## src/rtl/mapper_sram_arbiter_pkg.sv

```systemverilog
// Shared types and constants for the mapper SRAM arbiter: FSM states, owner
// encoding and the CPU physical address layout.
package mapper_pkg;

  localparam int SEG_W     = 5;
  localparam int PAGE_BITS = 14;
  localparam int ADDR_W    = SEG_W + PAGE_BITS;

  typedef enum logic [1:0] {
    IDLE   = 2'd0,
    ACCESS = 2'd1,
    DONE   = 2'd2
  } state_t;

  typedef enum logic {
    CPU = 1'b0,
    AUX = 1'b1
  } owner_t;

  // CPU physical address: mapper segment on top of the 16 KB page offset.
  function automatic logic [ADDR_W-1:0] cpu_phys(input logic [SEG_W-1:0]     seg,
                                                 input logic [PAGE_BITS-1:0] a);
    return {seg, a};
  endfunction

endpackage

```

## src/rtl/mapper_sram_arbiter_if.sv

```systemverilog
// Requester and SRAM-side signal bundle for the mapper SRAM arbiter.
interface mapper_sram_arbiter_if;
  import mapper_pkg::*;

  logic                 CPU_REQ;
  logic                 CPU_WE;
  logic [SEG_W-1:0]     CPU_SEG;
  logic [PAGE_BITS-1:0] CPU_A;
  logic [7:0]           CPU_DIN;
  logic [7:0]           CPU_DOUT;
  logic                 CPU_ACK;
  logic                 CPU_WAITb;

  logic                 AUX_REQ;
  logic                 AUX_WE;
  logic [ADDR_W-1:0]    AUX_ADDR;
  logic [7:0]           AUX_DIN;
  logic [7:0]           AUX_DOUT;
  logic                 AUX_ACK;

  logic [ADDR_W-1:0]    SRAM_A;
  logic [7:0]           SRAM_DO;
  logic [7:0]           SRAM_DI;
  logic                 SRAM_DOE;
  logic                 SRAM_CEb;
  logic                 SRAM_OEb;
  logic                 SRAM_WEb;

  modport master (
    output CPU_REQ, CPU_WE, CPU_SEG, CPU_A, CPU_DIN,
    input  CPU_DOUT, CPU_ACK, CPU_WAITb,
    output AUX_REQ, AUX_WE, AUX_ADDR, AUX_DIN,
    input  AUX_DOUT, AUX_ACK,
    input  SRAM_A, SRAM_DO, SRAM_DOE, SRAM_CEb, SRAM_OEb, SRAM_WEb,
    output SRAM_DI
  );

  modport slave (
    input  CPU_REQ, CPU_WE, CPU_SEG, CPU_A, CPU_DIN,
    output CPU_DOUT, CPU_ACK, CPU_WAITb,
    input  AUX_REQ, AUX_WE, AUX_ADDR, AUX_DIN,
    output AUX_DOUT, AUX_ACK,
    output SRAM_A, SRAM_DO, SRAM_DOE, SRAM_CEb, SRAM_OEb, SRAM_WEb,
    input  SRAM_DI
  );

endinterface

```

## src/rtl/mapper_sram_arbiter_rr_arb2.sv

```systemverilog
// Two-input round-robin grant; last_grant only moves when a grant is taken.
module rr_arb2
  import mapper_pkg::*;
(
  input  logic   CLK,
  input  logic   RSTb,
  input  logic   req_cpu,
  input  logic   req_aux,
  input  logic   en,
  output logic   gnt_valid,
  output owner_t gnt_owner
);

  owner_t last_q;

  always_comb begin
    gnt_valid = req_cpu | req_aux;
    gnt_owner = CPU;
    if (req_cpu && req_aux)
      gnt_owner = (last_q == CPU) ? AUX : CPU;
    else if (req_aux)
      gnt_owner = AUX;
  end

  // Reset to AUX so the CPU wins the first tie.
  always_ff @(posedge CLK or negedge RSTb) begin
    if (!RSTb)
      last_q <= AUX;
    else if (en && gnt_valid)
      last_q <= gnt_owner;
  end

endmodule

```

## src/rtl/mapper_sram_arbiter.sv

```systemverilog
// Shares the mapper SRAM between the Z80 and an auxiliary port; generates the
// SRAM strobes, Z80 wait-states and per-owner registered read data.
//
// state  | meaning
// IDLE   | sample requests, latch the granted transfer
// ACCESS | strobes active for WAIT_CYC cycles, read data captured on the last
// DONE   | strobes off, owner ACK pulses for this cycle only
module mapper_sram_arbiter
  import mapper_pkg::*;
#(
  parameter int WAIT_CYC = 2
) (
  input  logic                 CLK,
  input  logic                 RSTb,
  mapper_sram_arbiter_if.slave bus
);

  localparam logic [3:0] LAST_CNT = 4'(WAIT_CYC - 1);

  state_t            state_q, state_d;
  logic [3:0]        cnt_q;
  owner_t            owner_q;
  logic              we_q;
  logic [ADDR_W-1:0] sram_a_q;
  logic [7:0]        sram_do_q;
  logic [7:0]        cpu_dout_q;
  logic [7:0]        aux_dout_q;

  logic   gnt_valid;
  owner_t gnt_owner;
  logic   last_cyc;
  logic   ceb, oeb, web, doe, ack_cpu, ack_aux;

  rr_arb2 u_arb (
    .CLK       (CLK),
    .RSTb      (RSTb),
    .req_cpu   (bus.CPU_REQ),
    .req_aux   (bus.AUX_REQ),
    .en        (state_q == IDLE),
    .gnt_valid (gnt_valid),
    .gnt_owner (gnt_owner)
  );

  assign last_cyc = (cnt_q == LAST_CNT);

  always_ff @(posedge CLK or negedge RSTb) begin
    if (!RSTb)
      state_q <= IDLE;
    else
      state_q <= state_d;
  end

  always_comb begin
    state_d = state_q;
    ceb     = 1'b1;
    oeb     = 1'b1;
    web     = 1'b1;
    doe     = 1'b0;
    ack_cpu = 1'b0;
    ack_aux = 1'b0;
    case (state_q)
      IDLE: begin
        if (gnt_valid) state_d = ACCESS;
      end
      ACCESS: begin
        ceb = 1'b0;
        if (we_q) begin
          doe = 1'b1;
          // WEb releases one cycle early so data/address hold past the strobe.
          web = ~(cnt_q < LAST_CNT);
        end else begin
          oeb = 1'b0;
        end
        if (last_cyc) state_d = DONE;
      end
      DONE: begin
        ack_cpu = (owner_q == CPU);
        ack_aux = (owner_q == AUX);
        state_d = IDLE;
      end
      default: state_d = IDLE;
    endcase
  end

  always_ff @(posedge CLK or negedge RSTb) begin
    if (!RSTb) begin
      cnt_q      <= '0;
      owner_q    <= AUX;
      we_q       <= 1'b0;
      sram_a_q   <= '0;
      sram_do_q  <= '0;
      cpu_dout_q <= '0;
      aux_dout_q <= '0;
    end else begin
      case (state_q)
        IDLE: begin
          if (gnt_valid) begin
            owner_q <= gnt_owner;
            cnt_q   <= '0;
            if (gnt_owner == CPU) begin
              we_q      <= bus.CPU_WE;
              sram_a_q  <= cpu_phys(bus.CPU_SEG, bus.CPU_A);
              sram_do_q <= bus.CPU_DIN;
            end else begin
              we_q      <= bus.AUX_WE;
              sram_a_q  <= bus.AUX_ADDR;
              sram_do_q <= bus.AUX_DIN;
            end
          end
        end
        ACCESS: begin
          cnt_q <= cnt_q + 4'd1;
          if (last_cyc && !we_q) begin
            if (owner_q == CPU) cpu_dout_q <= bus.SRAM_DI;
            else                aux_dout_q <= bus.SRAM_DI;
          end
        end
        default: ;
      endcase
    end
  end

  assign bus.SRAM_A    = sram_a_q;
  assign bus.SRAM_DO   = sram_do_q;
  assign bus.SRAM_DOE  = doe;
  assign bus.SRAM_CEb  = ceb;
  assign bus.SRAM_OEb  = oeb;
  assign bus.SRAM_WEb  = web;
  assign bus.CPU_ACK   = ack_cpu;
  assign bus.AUX_ACK   = ack_aux;
  assign bus.CPU_DOUT  = cpu_dout_q;
  assign bus.AUX_DOUT  = aux_dout_q;
  assign bus.CPU_WAITb = ~(bus.CPU_REQ & ~ack_cpu);

endmodule

```

## src/flat_wrapper.sv

```systemverilog
// flat-port wrapper written by rule: the top's interface ports become plain ports
module mapper_sram_arbiter_flat import mapper_pkg::*;
#(
  parameter int WAIT_CYC = 2
)
  (CLK, RSTb, bus_CPU_REQ, bus_CPU_WE, bus_CPU_SEG, bus_CPU_A, bus_CPU_DIN, bus_CPU_DOUT, bus_CPU_ACK, bus_CPU_WAITb, bus_AUX_REQ, bus_AUX_WE, bus_AUX_ADDR, bus_AUX_DIN, bus_AUX_DOUT, bus_AUX_ACK, bus_SRAM_A, bus_SRAM_DO, bus_SRAM_DOE, bus_SRAM_CEb, bus_SRAM_OEb, bus_SRAM_WEb, bus_SRAM_DI);
  mapper_sram_arbiter_if bus_i ();
  input  logic CLK;
  input  logic RSTb;
  input wire logic [$bits(bus_i.CPU_REQ)-1:0] bus_CPU_REQ;
  input wire logic [$bits(bus_i.CPU_WE)-1:0] bus_CPU_WE;
  input wire logic [$bits(bus_i.CPU_SEG)-1:0] bus_CPU_SEG;
  input wire logic [$bits(bus_i.CPU_A)-1:0] bus_CPU_A;
  input wire logic [$bits(bus_i.CPU_DIN)-1:0] bus_CPU_DIN;
  output wire logic [$bits(bus_i.CPU_DOUT)-1:0] bus_CPU_DOUT;
  output wire logic [$bits(bus_i.CPU_ACK)-1:0] bus_CPU_ACK;
  output wire logic [$bits(bus_i.CPU_WAITb)-1:0] bus_CPU_WAITb;
  input wire logic [$bits(bus_i.AUX_REQ)-1:0] bus_AUX_REQ;
  input wire logic [$bits(bus_i.AUX_WE)-1:0] bus_AUX_WE;
  input wire logic [$bits(bus_i.AUX_ADDR)-1:0] bus_AUX_ADDR;
  input wire logic [$bits(bus_i.AUX_DIN)-1:0] bus_AUX_DIN;
  output wire logic [$bits(bus_i.AUX_DOUT)-1:0] bus_AUX_DOUT;
  output wire logic [$bits(bus_i.AUX_ACK)-1:0] bus_AUX_ACK;
  output wire logic [$bits(bus_i.SRAM_A)-1:0] bus_SRAM_A;
  output wire logic [$bits(bus_i.SRAM_DO)-1:0] bus_SRAM_DO;
  output wire logic [$bits(bus_i.SRAM_DOE)-1:0] bus_SRAM_DOE;
  output wire logic [$bits(bus_i.SRAM_CEb)-1:0] bus_SRAM_CEb;
  output wire logic [$bits(bus_i.SRAM_OEb)-1:0] bus_SRAM_OEb;
  output wire logic [$bits(bus_i.SRAM_WEb)-1:0] bus_SRAM_WEb;
  input wire logic [$bits(bus_i.SRAM_DI)-1:0] bus_SRAM_DI;
  assign bus_i.CPU_REQ = bus_CPU_REQ;
  assign bus_i.CPU_WE = bus_CPU_WE;
  assign bus_i.CPU_SEG = bus_CPU_SEG;
  assign bus_i.CPU_A = bus_CPU_A;
  assign bus_i.CPU_DIN = bus_CPU_DIN;
  assign bus_CPU_DOUT = bus_i.CPU_DOUT;
  assign bus_CPU_ACK = bus_i.CPU_ACK;
  assign bus_CPU_WAITb = bus_i.CPU_WAITb;
  assign bus_i.AUX_REQ = bus_AUX_REQ;
  assign bus_i.AUX_WE = bus_AUX_WE;
  assign bus_i.AUX_ADDR = bus_AUX_ADDR;
  assign bus_i.AUX_DIN = bus_AUX_DIN;
  assign bus_AUX_DOUT = bus_i.AUX_DOUT;
  assign bus_AUX_ACK = bus_i.AUX_ACK;
  assign bus_SRAM_A = bus_i.SRAM_A;
  assign bus_SRAM_DO = bus_i.SRAM_DO;
  assign bus_SRAM_DOE = bus_i.SRAM_DOE;
  assign bus_SRAM_CEb = bus_i.SRAM_CEb;
  assign bus_SRAM_OEb = bus_i.SRAM_OEb;
  assign bus_SRAM_WEb = bus_i.SRAM_WEb;
  assign bus_i.SRAM_DI = bus_SRAM_DI;
  mapper_sram_arbiter #(.WAIT_CYC(WAIT_CYC)) u_core (.CLK(CLK), .RSTb(RSTb), .bus(bus_i));
endmodule
```

## config.mk

```make
export PLATFORM = sky130hd
export DESIGN_NAME = mapper_sram_arbiter_flat
export DESIGN_NICKNAME = d
export VERILOG_FILES = /design/src/rtl/mapper_sram_arbiter_pkg.sv /design/src/rtl/mapper_sram_arbiter_if.sv /design/src/rtl/mapper_sram_arbiter_rr_arb2.sv /design/src/rtl/mapper_sram_arbiter.sv /design/src/flat_wrapper.sv
export SDC_FILE = /design/constraint.sdc
export NUM_CORES = 1
export LEC_CHECK = 0
export CORE_MARGIN = 2
export CORE_UTILIZATION = 23
export CTS_CLUSTER_SIZE = 16
export DETAILED_ROUTE_END_ITERATION = 7
export GPL_TIMING_DRIVEN = 0
export SYNTH_ARGS = -nofsm -noshare
export SYNTH_HDL_FRONTEND = slang
export SYNTH_SLANG_ARGS = --single-unit
```

## constraint.sdc

```tcl
create_clock -name CLK -period 5.01 [get_ports CLK]
set_input_delay 1.2525 -clock CLK [delete_from_list [all_inputs] [get_ports CLK]]
set_output_delay 1.2525 -clock CLK [all_outputs]
set_load 0.01 [all_outputs]
```

==> impl_metrics.json <==
{
  "die_h_um": 105.5,
  "setup_slack_ps": 1328,
  "grtUsageTotal_pct": 12.83,
  "critical_path_arrival_ps": 2430,
  "syn_inst": 237,
  "synthDominantCellAreaShare_pct": 52.80,
  "ys_seq_elements": 51,
  "diodes": 0,
  "clockBufferDepth": 2,
  "layout_common_cells": "116 x clkdlybuf4s50_1, 58 x nand2_1, 50 x dfrtp_1",
  "finalCritPeriodShare_pct": 73.49,
  "path_max_fanout": 5,
  "synth_largest_area_cell": "dfrtp_1",
  "dieWidth_um": 105.5,
  "syn_to_final_growth_pct": 62.09,
  "ys.flop_type": "dfrtp_1",
  "final_net_count": 433,
  "rsz0062_at_grt": "no",
  "path_class": "input port to output port",
  "htreeDepth": 2,
  "fillCellCount": 1060,
  "slew-limit-headroom_pct": 43.76,
  "syn_area_um2": 2370,
  "fin_cells": 499,
  "rows": 37,
  "multi_input_area_um2": 1008,
  "ys_types": 32,
  "place_congestion": 0.7586,
  "cts_tree": "built",
  "hold_viol": 0,
  "startpoint_type": "input port",
  "seqCellArea_um2": 1277,
  "hold_buffers": 0,
  "first_pass_iters": 4,
  "fin_skew_ps": 11.91,
  "final_common_cell": "clkdlybuf4s50_1",
  "cts_buffers": 5,
  "ys_warn_count": 0,
  "finalSetupViolCount": 0,
  "ctsRootBufferMaster": "clkbuf_8",
  "timing.setup.tns_ps": 0,
  "ir_drop_uv": 198.0,
  "crit_path_end_kind": "output port",
  "ant_nets": 0,
  "p_leak_nw": 1.566,
  "hold_class": "register to register",
  "num_vias": 2194,
  "initial_core_util_pct": 23.27,
  "post-place-cells": 491,
  "slew_viol_final": 0,
  "core_area_um2": 10180,
  "status": "complete, no violations",
  "portBuffers": 117,
  "grt_max_degree": 29,
  "syn_nets": 308,
  "insertion_delay_ps": 310,
  "yosys-top-cells-area": "dfrtp_1 53%, nand2_1 9.2%, a31oi_1 7.7%, a21oi_1 6.3%, mux2_4 5.1%",
  "hold_ws_ps": 517.0,
  "fmax_ghz": 0.2716,
  "dpl_cell_area_um2": 3726,
  "yosysSeqAreaShare_pct": 53.91,
  "via_per_inst": 4.397,
  "min_period_ps": 3682,
  "die_area_um2": 11130,
  "drive_gt1_share_pct": 10.47,
  "synth-async-reset-ratio_pct": 100.0,
  "cts_sinks": 51,
  "drc": 0,
  "cp.required_ps": 3760,
  "globalRouteOverflowTotal": 0,
  "cts_setup_buffers": 0,
  "drv_cap": 0,
  "pre_cts_ws_ps": 1325,
  "grt_pass1_wl_mm": 11.36,
  "syn_avg_cell_area_um2": 9.999,
  "drtIter0Drc": 110,
  "wl_per_cell_um": 14.24,
  "worstMarginPinSlew_ps": 841.7,
  "dp_hpwl_mm": 5.354,
  "cts.clk_slew.worst_paths_ps": 100,
  "antenna_found_initial": 0,
  "powerDensity_nw_per_um2": 572.1,
  "post_cts_resized": 0,
  "grt_pass1_vias": 2247,
  "synth_edf_count": 0,
  "wl_mm": 7.108,
  "final_cell_area_um2": 3841,
  "io_pins": 118
}
layer usage:
| layer | track usage (%) | wire length [µm] | vias to the layer above |
|---|---|---|---|
| met1 | 16.36 | 3169 | 1053 |
| met5 | 0 | 0 | - |
| met2 | 22.26 | 3547 | 59 |
| met3 | 2.536 | 326 | 4 |
| li1 | - | - | 1078 |
| met4 | 3.195 | 65 | 0 |
cells in the mapped netlist, types with 2 or more instances:
cell and number:
nand3_1 2, inv_1 3, mux2_2 8, and2_1 3, ha_1 3, mux2_4 8
a21oi_1 30, nand2_1 58, nand2b_1 4, clkbuf_1 13, a31oi_1 29, o21ai_0 3
dfrtp_1 50, nor2_1 5
layout make-up:
| cell class | count | share of cell area (%) |
|---|---|---|
| repair buffers | 118 | 30.88 |
| flip-flops and latches | 51 | 33.26 |
| plain buffers | 16 | 1.792 |
| inverters | 4 | 0.3909 |
| well taps | 136 | 4.430 |
| clock buffers | 5 | 1.792 |
| multi-input cells | 166 | 26.25 |
| clock inverters | 3 | 1.205 |
worst paths after layout:
| kind | from | to | slack (ps) | depth (start not counted) |
|---|---|---|---|---|
| worst max register to register | u_core.state_q[0] | u_core.bus.SRAM_A[18] | 2890 | 5 |
| worst min-delay path | u_core.bus.AUX_DOUT[5] | u_core.bus.AUX_DOUT[5] | 520 | 1 |
| worst max-delay path | bus_CPU_REQ | bus_CPU_WAITb | 1330 | 3 |
| max in group asynchronous | RSTb | u_core.owner_q | 3460 | 2 |
| worst min register to register | u_core.bus.AUX_DOUT[5] | u_core.bus.AUX_DOUT[5] | 520 | 1 |
| min in group asynchronous | RSTb | u_core.cnt_q[1] | 930 | 1 |
power by group:
part | switching (mW) | internal, mW | total (mW)
clock network | 0.148 | 0.151 | 0.299
logic | 0.522 | 0.626 | 1.15
registers | 0.126 | 0.624 | 0.750
registers in the layout (all words and copies together) (netlist names):
| name | cells |
|---|---|
| u_core.state_q | 2 |
| u_core.bus.SRAM_A | 19 |
| u_core.bus.CPU_DOUT | 8 |
| u_core.cnt_q | 4 |
| u_core.bus.SRAM_DO | 8 |
| u_core.owner_q | 1 |
| u_core.we_q | 1 |
| u_core.bus.AUX_DOUT | 8 |
through the flow:
| step | util [%] | total power, mW |
|---|---|---|
| finish | 37.71 | 2.198 |
| global route | 37.71 | 2.363 |
| CTS | 37.71 | 2.236 |
| detailed placement | 36.58 | 1.928 |
| global placement | 36.44 | 1.906 |
| floorplan | - | 1.313 |
critical path, cell delays in order:
cell             delay [ps]
clkdlybuf4s50_1         570
o21ai_0                 120
clkdlybuf4s50_1         490
cell families (layout without fill, tap and decap cells):
logic type      count (synthesis)  after routing  synth area share (%)
fa+ha+maj                       3              3                 1.584
mux                            16             16                 8.870
compound gates                 68             68                 16.84
flops                          51             51                 53.91
buf+inv                        20            146                 3.537
simple gates                   79             79                 15.26
Power figures use the tool's default switching activity.
